[config.mk]
export PLATFORM = sky130hd
export DESIGN_NAME = input_conditioner
export DESIGN_NICKNAME = d
export VERILOG_FILES = /design/src/rtl/input_cond_pkg.sv /design/src/rtl/input_conditioner_debounce_ch.sv /design/src/rtl/input_conditioner.sv
export SDC_FILE = /design/constraint.sdc
export NUM_CORES = 1
export LEC_CHECK = 0
export ABC_CLOCK_PERIOD_IN_PS = 1480
export BUFFER_PORTS_ARGS = -buffer_cell sky130_fd_sc_hd__buf_2
export CORE_UTILIZATION = 40
export DETAILED_ROUTE_END_ITERATION = 6
export GPL_TIMING_DRIVEN = 0
export SLEW_MARGIN = 15
export SYNTH_ARGS = -nofsm -noshare
export SYNTH_HDL_FRONTEND = slang
export SYNTH_SLANG_ARGS = --single-unit
[constraint.sdc]
create_clock -name clk -period 1.48 [get_ports clk]
set_input_delay 0.148 -clock clk [delete_from_list [all_inputs] [get_ports clk]]
set_output_delay 0.148 -clock clk [all_outputs]
set_load 0.01 [all_outputs]
[src/rtl/input_cond_pkg.sv]
// Shared types, default parameters and counter-width helpers for input_conditioner.
package input_cond_pkg;

    localparam int DEF_NUM_SW          = 7;
    localparam int DEF_NUM_BTN         = 2;
    localparam int DEF_DEBOUNCE_CYCLES = 16;
    localparam int DEF_LONG_CYCLES     = 1000;

    typedef struct packed {
        logic level;
        logic rise;
        logic fall;
    } ch_out_t;

    // Debounce counter holds 0..n-1; kept at least one bit wide for n=1.
    function automatic int db_cnt_w(input int n);
        return (n <= 1) ? 1 : $clog2(n);
    endfunction

    // Hold counter must reach n itself, hence n+1 states.
    function automatic int hold_cnt_w(input int n);
        return (n <= 0) ? 1 : $clog2(n + 1);
    endfunction

endpackage

[src/rtl/input_conditioner_debounce_ch.sv]
// Single-channel two-flop synchroniser and debouncer with registered level/rise/fall.
module debounce_ch
    import input_cond_pkg::*;
#(
    parameter int DEBOUNCE_CYCLES = DEF_DEBOUNCE_CYCLES
) (
    input  logic    clk,
    input  logic    rst_n,
    input  logic    raw,
    output ch_out_t ch
);

    localparam int CW = db_cnt_w(DEBOUNCE_CYCLES);
    localparam logic [CW-1:0] C_MAX = CW'(DEBOUNCE_CYCLES - 1);

    logic          sync1, sync2;
    logic          stable;
    logic [CW-1:0] cnt;
    logic          level_q, rise_q, fall_q;

    always_ff @(posedge clk or negedge rst_n) begin
        if (!rst_n) begin
            sync1   <= 1'b0;
            sync2   <= 1'b0;
            stable  <= 1'b0;
            cnt     <= '0;
            level_q <= 1'b0;
            rise_q  <= 1'b0;
            fall_q  <= 1'b0;
        end else begin
            sync1 <= raw;
            sync2 <= sync1;
            // Any return to the stable value restarts the run.
            if (sync2 == stable) begin
                cnt <= '0;
            end else if (cnt == C_MAX) begin
                stable <= ~stable;
                cnt    <= '0;
            end else begin
                cnt <= cnt + 1'b1;
            end
            // Output stage: edges are detected against the previous registered level.
            level_q <= stable;
            rise_q  <= stable & ~level_q;
            fall_q  <= ~stable & level_q;
        end
    end

    assign ch = '{level: level_q, rise: rise_q, fall: fall_q};

endmodule

[src/rtl/input_conditioner.sv]
// Switch/button front end: per-channel debounce, button inversion, optional long-press.
// Long-press detection is built only when INPUT_COND_LONGPRESS_EN is defined.
module input_conditioner
    import input_cond_pkg::*;
#(
    parameter int NUM_SW          = DEF_NUM_SW,
    parameter int NUM_BTN         = DEF_NUM_BTN,
    parameter int DEBOUNCE_CYCLES = DEF_DEBOUNCE_CYCLES,
    parameter int LONG_CYCLES     = DEF_LONG_CYCLES
) (
    input  logic               clk,
    input  logic               rst_n,
    input  logic [NUM_SW-1:0]  sw_in,
    input  logic [NUM_BTN-1:0] btn_n_in,
    output logic [NUM_SW-1:0]  sw_level,
    output logic [NUM_SW-1:0]  sw_change,
    output logic [NUM_BTN-1:0] btn_level,
    output logic [NUM_BTN-1:0] btn_press,
    output logic [NUM_BTN-1:0] btn_release,
    output logic [NUM_BTN-1:0] btn_long
);

    ch_out_t sw_ch  [NUM_SW];
    ch_out_t btn_ch [NUM_BTN];

    for (genvar i = 0; i < NUM_SW; i++) begin : g_sw
        debounce_ch #(.DEBOUNCE_CYCLES(DEBOUNCE_CYCLES)) u_db (
            .clk   (clk),
            .rst_n (rst_n),
            .raw   (sw_in[i]),
            .ch    (sw_ch[i])
        );
        assign sw_level[i]  = sw_ch[i].level;
        assign sw_change[i] = sw_ch[i].rise | sw_ch[i].fall;
    end

    for (genvar i = 0; i < NUM_BTN; i++) begin : g_btn
        debounce_ch #(.DEBOUNCE_CYCLES(DEBOUNCE_CYCLES)) u_db (
            .clk   (clk),
            .rst_n (rst_n),
            .raw   (~btn_n_in[i]),
            .ch    (btn_ch[i])
        );
        assign btn_level[i]   = btn_ch[i].level;
        assign btn_press[i]   = btn_ch[i].rise;
        assign btn_release[i] = btn_ch[i].fall;

`ifdef INPUT_COND_LONGPRESS_EN
        localparam int HW = hold_cnt_w(LONG_CYCLES);
        localparam logic [HW-1:0] HOLD_MAX = HW'(LONG_CYCLES);

        logic [HW-1:0] hold_cnt;
        logic          long_q;

        // Saturating at HOLD_MAX guarantees a single pulse per press.
        always_ff @(posedge clk or negedge rst_n) begin
            if (!rst_n) begin
                hold_cnt <= '0;
                long_q   <= 1'b0;
            end else if (btn_ch[i].level) begin
                if (hold_cnt != HOLD_MAX) begin
                    hold_cnt <= hold_cnt + 1'b1;
                end
                long_q <= (hold_cnt == HOLD_MAX - 1'b1);
            end else begin
                hold_cnt <= '0;
                long_q   <= 1'b0;
            end
        end

        assign btn_long[i] = long_q;
`else
        assign btn_long[i] = 1'b0;
`endif
    end

endmodule

==> impl_metrics.json <==
{
  "outcome": "completed",
  "post_cts_resized": 0,
  "grtUsageTotal_pct": 10.9,
  "hold_path.class": "primary input to asynchronous set/reset pin",
  "drtIter0Drc": 34,
  "synth_most_common_cell": "dfrtp_1",
  "overflow": 0,
  "ys_ff_latch": 90,
  "dpl_worst_slack_ns": 0.258,
  "cp-startpoint": "g_sw[2].u_db.fall_q",
  "grt_max_degree": 61,
  "synth-edff-count": 0,
  "dpl-instance-area_mm2": 0.00369,
  "synth_commonest_cells": "dfrtp_1, nor2b_1, a21oi_1, xnor2_1, buf_4",
  "grt_first_pass_wirelength_um": 7360,
  "multi_input_area_um2": 970,
  "routed_wl_um": 4270,
  "skew_ns": 0.0105,
  "tns_ns": 0,
  "first_pass_iters": 4,
  "path_buf_inv": 1,
  "syn_inst": 250,
  "synth_cell_type_count": 19,
  "rsz0062_at_grt": "no",
  "cts_made_buffers": 9,
  "ios": 33,
  "yosysSeqAreaShare_pct": 66.8,
  "antenna_left": 0,
  "gp_congestion": 0.686,
  "crit_type": "flop to primary output",
  "synth_area_leaders": "dfrtp_1, nor2b_1, xnor2_1",
  "final-seq-area_mm2": 0.00225,
  "cts_tree": "yes",
  "fin_ws_ns": 0.205,
  "areaGrowthSynthToFinish_pct": 19.0,
  "die_w_um": 93.8,
  "clockBufferDepth": 2,
  "ys.flop_type": "dfrtp_1",
  "slowest_stage": "dfrtp_1",
  "die_h_um": 93.8,
  "clock-sinks": 90,
  "route.detailed.drc": 0,
  "via_per_inst": 4.52,
  "syn_area_mm2": 0.00337,
  "critPathMaxFanout": 1,
  "reg2reg_from": "g_btn[1].u_db.cnt[0]",
  "vias": 1867,
  "crit_arrival_ns": 1.13,
  "start_util_pct": 41.2,
  "nFillCells": 720,
  "critPathLaunchType": "flop",
  "diodes": 0,
  "synth_top_area_share_pct": 66.8,
  "cts_root_buf": "clkbuf_8",
  "die-area_mm2": 0.00880,
  "finalSetupViolCount": 0,
  "report.final.slew_viol_count": 0,
  "cp_top_family": "flip-flops",
  "async_flop_share_pct": 100,
  "syn_avg_cell_area_um2": 13.5,
  "routedWlPerCell_um": 10.3,
  "peakVddDrop_mv": 0.557,
  "io_buffers": 30,
  "dp_cells": 387,
  "yosys_warnings": 0,
  "clk_latency_ns": 0.35,
  "h-tree-depth": 3,
  "total_power_mw": 4.67,
  "critPathCaptureType": "primary output",
  "final_core_util_pct": 49.1,
  "drive_above_1_share_pct": 26.0,
  "nNetsFinal": 323,
  "whs_ns": 0.268,
  "finalCritPeriodShare_pct": 86.2,
  "placementRows": 33,
  "fin_cells": 413,
  "worst_path_largest_cell_delay_ns": 0.36,
  "cts_setup_buffers": 0,
  "design_area_mm2": 0.00401,
  "worstPathRequired_ns": 1.33,
  "p_leak_nw": 1.98,
  "antenna_found_initial": 0,
  "first_global_vias": 1750,
  "coreArea_mm2": 0.00818,
  "path_clk_slew_ns": 0.09,
  "powerDensity_mw_per_mm2": 1160,
  "fmax_mhz": 784,
  "crit_chain": "or2_2 > buf_2",
  "fin_crit_ns": 1.28,
  "place_hpwl_um": 2860,
  "drv_cap": 0,
  "synth_top_cell_by_area": "dfrtp_1",
  "hold_viol_final": 0
}
## power by group
part	internal, mW	total (mW)	switching (mW)	leakage [nW]
Clock	0.999	1.82	0.820	0.109
Sequential	2.54	2.61	0.0706	1.19
Combinational	0.116	0.233	0.117	0.676
Total	3.66	4.67	1.01	1.98
## cell type report
cell class | instances | area share, %
timing repair buffer | 41 | 6.98
tap | 105 | 3.27
inverter | 11 | 1.03
sequential | 90 | 56.1
clock buffer | 10 | 3.43
multi-input combinational | 135 | 24.2
clock inverter | 6 | 2.21
buffer | 15 | 2.81
## layer usage
| layer | track usage (%) | wire length, µm |
|---|---|---|
| met5 | 0 | 0 |
| met4 | 7.31 | 115 |
| met3 | 2.91 | 167 |
| met2 | 15.9 | 1960 |
| met1 | 14.2 | 2030 |
## final timing paths
kind / end / slack [ns] / depth (start not counted)
setup / recovery: sw_change[2] / 0.20 / 2
max in group asynchronous: g_btn[0].u_db.level_q / 0.60 / 3
hold reg to reg: g_sw[6].u_db.sync2 / 0.35 / 0
hold / removal: g_sw[5].u_db.cnt[3] / 0.27 / 2
setup reg to reg: g_btn[1].u_db.stable / 0.25 / 3
min in group clk: g_sw[6].u_db.sync2 / 0.35 / 0
## logic make-up (layout without fill, tap and decap cells)
group,after synthesis,after routing,share of synthesized area [%]
buffers and inverters,26,83,4.56
AND/OR/NAND/NOR,69,69,13.0
AO/OA/AOI/OAI,28,28,4.45
flip-flops,90,90,66.8
adder cells (fa/ha/maj),9,9,3.34
multiplexers,9,9,3.12
XOR/XNOR,18,18,4.68
other,1,2,0.111
## registers in the layout (all words and copies together), names as in the netlist
name / count
g_btn.u_db.level_q: 2
g_btn.u_db.sync2: 2
g_sw.u_db.fall_q: 7
g_btn.u_db.stable: 2
g_btn.u_db.fall_q: 2
g_btn.u_db.cnt: 8
g_sw.u_db.sync1: 7
g_btn.u_db.sync1: 2
g_sw.u_db.level_q: 7
g_sw.u_db.stable: 7
g_btn.u_db.rise_q: 2
g_sw.u_db.rise_q: 7
g_sw.u_db.cnt: 28
g_sw.u_db.sync2: 7
## placed cells by master, fill, tap and decap left out, drive strengths merged, types with 8 or more instances in the layout
| master | netlist | final |
|---|---|---|
| clkbuf | 0 | 10 |
| dlygate4sd3 | 0 | 10 |
| nor2b | 26 | 26 |
| nor3b | 8 | 8 |
| buf | 15 | 46 |
| nand4b | 9 | 9 |
| a21oi | 18 | 18 |
| nand3 | 9 | 9 |
| nor2 | 9 | 9 |
| dfrtp | 90 | 90 |
| o21ai | 9 | 9 |
| ha | 9 | 9 |
| mux2 | 9 | 9 |
| xnor2 | 18 | 18 |
| inv | 11 | 12 |
## repair_timing
| action | CTS | global route |
|---|---|---|
| endpoints found under the hold margin | 39 | 0 |
| hold buffers | 10 | 0 |
| endpoints found under the setup margin | 0 | 0 |
Note: power is estimated with default switching activity, not from simulation.
